===== src/rtl/debounce_sync_pkg.sv =====
// ---------------------------------------------------------------------------
// debounce_sync_pkg
//   Shared definitions for the debounce_sync input conditioner.
//   - state_t     : debounce FSM state encoding (STABLE / COUNT)
//   - SYNC_MIN    : smallest synchroniser depth that is safe against metastability
// ---------------------------------------------------------------------------
package debounce_sync_pkg;

    typedef enum logic {
        ST_STABLE = 1'b0,
        ST_COUNT  = 1'b1
    } state_t;

    localparam int SYNC_MIN = 2;

endpackage


===== src/rtl/debounce_sync_sync_chain.sv =====
// ---------------------------------------------------------------------------
// sync_chain
//   Plain flop-chain synchroniser for a single asynchronous level. Reused by
//   other CDC inputs in the block library, so it carries no debounce logic.
// Ports
//   clk  in  1  destination clock, posedge
//   rst  in  1  asynchronous reset, active-low; all stages load RST_VAL
//   d    in  1  asynchronous input level
//   q    out 1  synchronised level (last stage)
// ---------------------------------------------------------------------------
module sync_chain #(
    parameter int   SYNC_STAGES = 2,
    parameter logic RST_VAL     = 1'b0
) (
    input  logic clk,
    input  logic rst,
    input  logic d,
    output logic q
);

    logic [SYNC_STAGES-1:0] stages;

    always_ff @(posedge clk or negedge rst) begin
        if (!rst) begin
            stages <= {SYNC_STAGES{RST_VAL}};
        end else begin
            stages <= {stages[SYNC_STAGES-2:0], d};
        end
    end

    assign q = stages[SYNC_STAGES-1];

endmodule


===== src/rtl/debounce_sync.sv =====
// ---------------------------------------------------------------------------
// debounce_sync
//   Input conditioner placed directly upstream of an enable-gated D flop.
//   Synchronises an asynchronous level, debounces it and presents a stable
//   level plus registered one-cycle rise/fall/chg strobes that are coincident
//   with the first cycle dout shows the new value.
// Ports
//   clk   in  1  system clock, posedge
//   rst   in  1  asynchronous reset, active-low
//   en    in  1  clock enable; low freezes everything but the synchroniser
//   din   in  1  asynchronous raw input
//   dout  out 1  debounced, synchronised level
//   rise  out 1  one-cycle pulse, dout went 0->1
//   fall  out 1  one-cycle pulse, dout went 1->0
//   chg   out 1  rise | fall, registered (downstream flop enable)
// Handshake: none; en is a plain qualifier sampled every posedge.
// ---------------------------------------------------------------------------
module debounce_sync
    import debounce_sync_pkg::*;
#(
    parameter int   SYNC_STAGES = 2,
    parameter int   CNT_W       = 16,
    parameter int   DEBOUNCE    = 1000,
    parameter logic RST_VAL     = 1'b0
) (
    input  logic clk,
    input  logic rst,
    input  logic en,
    input  logic din,
    output logic dout,
    output logic rise,
    output logic fall,
    output logic chg
);

    // Elaboration-time parameter legality.
    if (SYNC_STAGES < SYNC_MIN) begin : g_bad_sync
        $error("debounce_sync: SYNC_STAGES must be >= 2");
    end
    if ((DEBOUNCE < 1) || (longint'(DEBOUNCE) > ((longint'(1) << CNT_W) - 1))) begin : g_bad_deb
        $error("debounce_sync: DEBOUNCE must be in 1..2**CNT_W-1");
    end

    // Count value at which the next enabled mismatch cycle accepts the level.
    localparam logic [CNT_W-1:0] CNT_LAST = CNT_W'(DEBOUNCE - 1);

    logic             s;
    state_t           state, state_nx;
    logic [CNT_W-1:0] cnt, cnt_nx;
    logic             dout_nx, rise_nx, fall_nx;

    sync_chain #(
        .SYNC_STAGES (SYNC_STAGES),
        .RST_VAL     (RST_VAL)
    ) u_sync (
        .clk (clk),
        .rst (rst),
        .d   (din),
        .q   (s)
    );

    always_ff @(posedge clk or negedge rst) begin
        if (!rst) begin
            state <= ST_STABLE;
            cnt   <= '0;
            dout  <= RST_VAL;
            rise  <= 1'b0;
            fall  <= 1'b0;
            chg   <= 1'b0;
        end else begin
            state <= state_nx;
            cnt   <= cnt_nx;
            dout  <= dout_nx;
            rise  <= rise_nx;
            fall  <= fall_nx;
            chg   <= rise_nx | fall_nx;
        end
    end

    // Strobes default low every cycle, so they last exactly one cycle after
    // an accept and are automatically forced low while en is low.
    always_comb begin
        state_nx = state;
        cnt_nx   = cnt;
        dout_nx  = dout;
        rise_nx  = 1'b0;
        fall_nx  = 1'b0;
        if (en) begin
            case (state)
                ST_STABLE: begin
                    if (s != dout) begin
                        if (DEBOUNCE == 1) begin
                            // One mismatch cycle is already enough.
                            dout_nx = s;
                            rise_nx = s;
                            fall_nx = ~s;
                        end else begin
                            state_nx = ST_COUNT;
                            cnt_nx   = CNT_W'(1);
                        end
                    end
                end
                ST_COUNT: begin
                    if (s == dout) begin
                        // Glitch shorter than the debounce window: drop it.
                        state_nx = ST_STABLE;
                        cnt_nx   = '0;
                    end else if (cnt == CNT_LAST) begin
                        state_nx = ST_STABLE;
                        cnt_nx   = '0;
                        dout_nx  = s;
                        rise_nx  = s;
                        fall_nx  = ~s;
                    end else begin
                        cnt_nx = cnt + CNT_W'(1);
                    end
                end
                default: begin
                    state_nx = ST_STABLE;
                    cnt_nx   = '0;
                end
            endcase
        end
    end

endmodule

===== config.mk =====
export PLATFORM = sky130hd
export DESIGN_NAME = debounce_sync
export DESIGN_NICKNAME = d
export VERILOG_FILES = /design/src/rtl/debounce_sync_pkg.sv /design/src/rtl/debounce_sync_sync_chain.sv /design/src/rtl/debounce_sync.sv
export SDC_FILE = /design/constraint.sdc
export NUM_CORES = 1
export LEC_CHECK = 0
export BUFFER_PORTS_ARGS = -buffer_cell sky130_fd_sc_hd__buf_2
export CAP_MARGIN = 10
export CORE_MARGIN = 3
export CORE_UTILIZATION = 55
export DETAILED_ROUTE_END_ITERATION = 8
export PLACE_DENSITY_LB_ADDON = 0.08
export SYNTH_ARGS = -nofsm -noshare
export SYNTH_HDL_FRONTEND = slang
export SYNTH_SLANG_ARGS = --single-unit
export TNS_END_PERCENT = 100

===== constraint.sdc =====
create_clock -name clk -period 2.82 [get_ports clk]
set_clock_uncertainty 0.2 [all_clocks]
set_input_delay 0.564 -clock clk [delete_from_list [all_inputs] [get_ports clk]]
set_output_delay 0.564 -clock clk [all_outputs]
set_load 0.005 [all_outputs]

# Word level (Yosys, flattened, before mapping)
# Cells that the tools add are included.
# Widths: inputs -> output; s select.
dict set report word_totals {
  register_bits 23
  inputBits 4
  out_inout_bits 4
  word_cells 34
}
dict set report op_classes {
  n_addsub 1
  n_eq_ne 4
  mux 16
  n_bitwise 4
  n_reduce_logical 2
}
# op n
set ops {}
lappend ops {{$mux 16} 3}
lappend ops {{$pmux 16 s2} 1}
lappend ops {{$add 16x1->16 const B} 1}
lappend ops {{$eq 16x10->1 const B} 1}
lappend ops {{$mux 1} 11}
lappend ops {{$reduce_and 4->1} 1}
lappend ops {{$not 1->1} 3}
lappend ops {{$ne 2x2->1 const B} 1}
lappend ops {{$pmux 1 s2} 1}
lappend ops {{$reduce_and 2->1} 1}
lappend ops {{$eq 1x1->1} 1}
lappend ops {{$ne 1x1->1} 1}
lappend ops {{$or 1x1->1} 1}

# Depth between registers and ports, before layout
dict set report depth {
  depth_word 6
  depth_mapped 7
  depth_no_buf 5
}

# Hierarchy
# A second synthesis with hierarchy kept.
dict set report hier_totals {
  cells_unflattened 127
  area_unflattened_um2 1214.9
}
# mod instances cells_each area_each_um2 seq_area_each_um2
set by_module_without_submodules {}
lappend by_module_without_submodules {debounce_sync 1 125 1164.9 525.5}
lappend by_module_without_submodules {sync_chain 1 2 50.0 50.0}

# Worst setup path before layout
# OpenSTA, ideal clock, no wires.
dict set report synth_timing {
  path_kind {reg-to-reg}
  startpoint {register cnt[10]}
  endpoint {register dout}
  arrival_ns 2.049
  required_ns 2.493
  path_slack_ns 0.444
  path_stages_with_launch 7
  n_path_buf 2
  synth_period_minus_slack_ns 2.376
  cell_sequence {dfrtp_1 > buf_6 > or4_1 > or4_1 > buf_6 > nor2_4 > mux2_1}
}
dict set report synth_via {
  elab_chain_len 2
}
# element line_no
set synth_rtl {}
lappend synth_rtl {{from (decl)} debounce_sync.sv:49} ;# logic [CNT_W-1:0] cnt, cnt_nx;
lappend synth_rtl {{from (signal assigned)} debounce_sync.sv:72} ;# cnt <= cnt_nx;
lappend synth_rtl {{$eq 16x10->1} debounce_sync.sv:108} ;# end else if (cnt == CNT_LAST) begin
lappend synth_rtl {{$reduce_and 4->1 (no source line)} n/a}
lappend synth_rtl {{to (signal assigned)} debounce_sync.sv:73} ;# dout <= dout_nx;
lappend synth_rtl {{to (decl)} debounce_sync.sv:30} ;# output logic dout,
# No other way between the ends.
# A chain may end at the register's enable or synchronous reset.

# Final worst setup path
dict set report layout_timing {
  startpoint {register cnt[10]}
  endpoint {register cnt[11]}
}
dict set report layout_via {
  elab_chain_len 4
  word_cells_on_any_way 5
}
# element line_no
set layout_rtl {}
lappend layout_rtl {{$add 16x1->16 / $eq 16x10->1 (equally long branches)} {debounce_sync.sv:115, debounce_sync.sv:108}}
lappend layout_rtl {{$mux 16 (*)} debounce_sync.sv:108}
lappend layout_rtl {{$mux 16 (*)} debounce_sync.sv:104} ;# if (s == dout) begin
lappend layout_rtl {{$pmux 16 s2 (*)} debounce_sync.sv:89} ;# case (state)
# Every way passes the cells marked *; elsewhere a longest branch is shown, timed or not.

==> run_results.csv <==
group,metric,value,unit
sta,max_slew_margin,0.536,
logic_synthesis,syn_area_per_cell,9.51,µm²
worst_setup_path,cp.arrival,2470,ps
sta,fin_tns_setup,0,ps
logic_synthesis,synth_nets,138,
cts,cts_setup_buffers,0,
cts,numCtsBuffers,3,
global_routing,track_usage,0.218,
logic_synthesis,synth_area_leader_cell,"dfrtp_1",
global_routing,grt_max_degree,24,
sta,setup_viol,0,
logic_synthesis,ys_top_cells_by_count,"24 x a31oi_1, 23 x dfrtp_1, 13 x nand3_1",
routing,drc,0,
logic_synthesis,synth_seq_area_share,0.455,
worst_setup_path,cp.required,2800,ps
logic_synthesis,synthAdderAreaFrac,0.00989,
floorplanning,die_area,0.00291,mm²
worst_setup_path,critPathKind,"reg -> reg",
cts,clockBufferDepth,2,
place,dp.final_hpwl,1.75,mm
logic_synthesis,yosys.area_share.xor_xnor,0.00692,
sta,hold_violations,3,
layout,drive_above_1_share,0.111,
logic_synthesis,synth_top_family_by_area,"compound AO/OA/AOI/OAI gates",
global_routing,grt_pass1_wl,4.60,mm
power,leakagePower,0.528,nW
layout,areaGrowthSynthToFinish,2.77,%
cts,worst_skew_pair.late_latency,310,ps
logic_synthesis,synthMuxAreaShare,0.00890,
sta,period_share,0.881,
worst_setup_path,end_kind,"register",
logic_synthesis,ys_async_sr_fraction,1.00,
logic_synthesis,synth-compound-area-share,0.224,
sta,rsz0062_at_grt,"no",
logic_synthesis,netlist_area,0.00126,mm²
routing,vias,1071,
logic_synthesis,yosys.area.top_type_share,0.455,
logic_synthesis,synth-seq-cells,23,
floorplanning,core,0.00206,mm²
sta,min_period,2480,ps
layout,fin_nets,141,
worst_setup_path,path_max_fanout,16,
power,p_switching,0.162,mW
routing,routedWlPerCell,16.3,µm
layout,postLayoutCoreUtil,0.630,
power,p_seq_frac,0.627,
cts,cts_tree,"done",
sta,slew_viol_final,0,
logic_synthesis,ys_types,27,
power,pwr-share-comb,0.102,
layout,n_antenna_cell,0,
global_routing,grt_pass1_vias,1001,
logic_synthesis,syn_inst,133,
logic_synthesis,synthTopCellsByArea,"dfrtp_1 45%, a31oi_1 12%, nand3_1 5.1%",
power,power.share.clock,0.271,
floorplanning,ioPinCount,8,
cts,clk_pin_slew,130,ps
cts,postCtsResizedCells,0,
job,maxCapViolCount,0,
power,power.density,447,mW/mm²
routing,ant_nets,0,
run_status,status,"complete, but fails checks",
power,vdd_drop_max,397,µV
global_routing,antenna_found_initial,0,
cts,cts_hold_buf,0,
floorplanning,dieHeight,54.0,µm
floorplanning,die_w,54.0,µm
place,port_buffers,7,
logic_synthesis,synth_ff_type,"dfrtp_1",
routing,first_iter_violations,41,
cts,clock_sinks,23,
power,swShare,0.279,
logic_synthesis,yosysMostFrequentCell,"a31oi_1",
cts,h-tree-depth,1,
sta,whs,-2.02,ps
worst_setup_path,cp-start-kind,"register",
floorplanning,initial_utilization,0.613,
power,internal_power,0.419,mW
cts,root_buffer,"clkbuf_4",
logic_synthesis,yosys.area_share.simple,0.222,
routing,viasPerCell,6.61,
floorplanning,num_rows,16,
global_routing,gr-total-overflow,0,
routing,postRouteWirelength,2.64,mm
min_path,hold_path.class,"in -> async",
logic_synthesis,synth_edf_count,0,
place,gp_congestion,0.849,
sta,max_freq,0.402,GHz
routing,dr.pass1.iters,4,
run_status,violations,"negative hold slack",
sta,tightest_slew,690,ps
logic_synthesis,yosys_warnings,0,
-- logic make-up (layout without fill, tap and decap cells) --
logic type,after synthesis,count (layout)
xor+xnor,1,1
fa+ha+maj,1,1
buf+inv,15,17
compound gates,42,42
simple gates,50,50
mux,1,1
flops,23,23
-- flip-flops by register name, summed over array words and instances (netlist names) --
signal / cells
u_sync.stages: 2
dout: 1
state: 1
rise: 1
fall: 1
cnt: 16
chg: 1
-- final cells by class --
class | count | area (µm²)
Multi-Input combinational cell | 95 | 596
Inverter | 4 | 15.0
Clock buffer | 3 | 22.5
Tap cell | 27 | 33.8
Fill cell | 160 | 762
Clock inverter | 1 | 7.51
Timing Repair Buffer | 9 | 50.0
Sequential cell | 23 | 576
-- per-layer routing --
metal | global-route usage | vias to the layer above | share of wire
li1 | - | 527 | -
met1 | 0.303 | 517 | 0.50
met2 | 0.343 | 25 | 0.45
met3 | 0.0249 | 2 | 0.042
met4 | 0.0894 | 0 | 0.0053
met5 | 0 | - | 0
-- power groups by stage --
| stage | sequential (mW) | combinational, mW | clock (mW) |
|---|---|---|---|
| 2_1_floorplan | 0.365 | 0.0423 | 0 |
| 3_5_place_dp | 0.370 | 0.0590 | 0 |
| 3_3_place_gp | 0.370 | 0.0573 | 0 |
| 5_1_grt | 0.367 | 0.0665 | 0.174 |
| 4_1_cts | 0.364 | 0.0594 | 0.163 |
| 6_report | 0.364 | 0.0591 | 0.158 |
-- layout by cell type, fill, tap and decap left out --
cell type	Yosys	layout
a21oi_1	2	2
a31oi_1	24	24
a41oi_1	4	4
and2_1	3	3
and3_1	5	5
and4_1	1	1
buf_2	0	7
buf_4	0	2
clkbuf_4	0	3
clkinvlp_4	0	1
dfrtp_1	23	23
ha_1	1	1
inv_1	4	4
mux2_1	1	1
nand2_1	9	9
nand3_1	13	13
nand3b_1	1	1
nand4_1	3	3
nor2_1	2	2
nor2_4	1	1
nor3_1	3	3
nor4_1	3	3
o211ai_1	7	7
o211ai_2	1	1
o21a_1	1	1
o21ai_1	3	3
or3_1	1	1
or4_1	5	5
xor2_1	1	1
-- worst max-delay path, cell delays in order (launching register included) --
cell	delay, ps
dfrtp_1	490
or4_1	540
or4_1	630
buf_4	240
a41oi_1	190
a31oi_1	60
-- final timing paths --
path,startpoint,endpoint,slack [ps],cells after the start
max,cnt[10],cnt[11],340,5
min reg2reg,u_sync.stages[0],u_sync.stages[1],170,0
max reg2reg,cnt[10],cnt[11],340,5
max in group asynchronous,rst,cnt[10],2080,1
min,rst,cnt[2],-2,1
min in group clk,din,u_sync.stages[0],140,1
-- per-stage QoR --
stage / std cells / area (µm²) / setup WS [ps] / total power [mW]
final: 162 / 1300 / 335 / 0.581
after global placement: 158 / 1270 / 446 / 0.427
after global routing: 162 / 1300 / 229 / 0.608
after CTS: 162 / 1300 / 359 / 0.586
after floorplan: 133 / 1260 / 444 / 0.407
after detailed placement: 158 / 1270 / 383 / 0.429
Power figures use the tool's default switching activity.
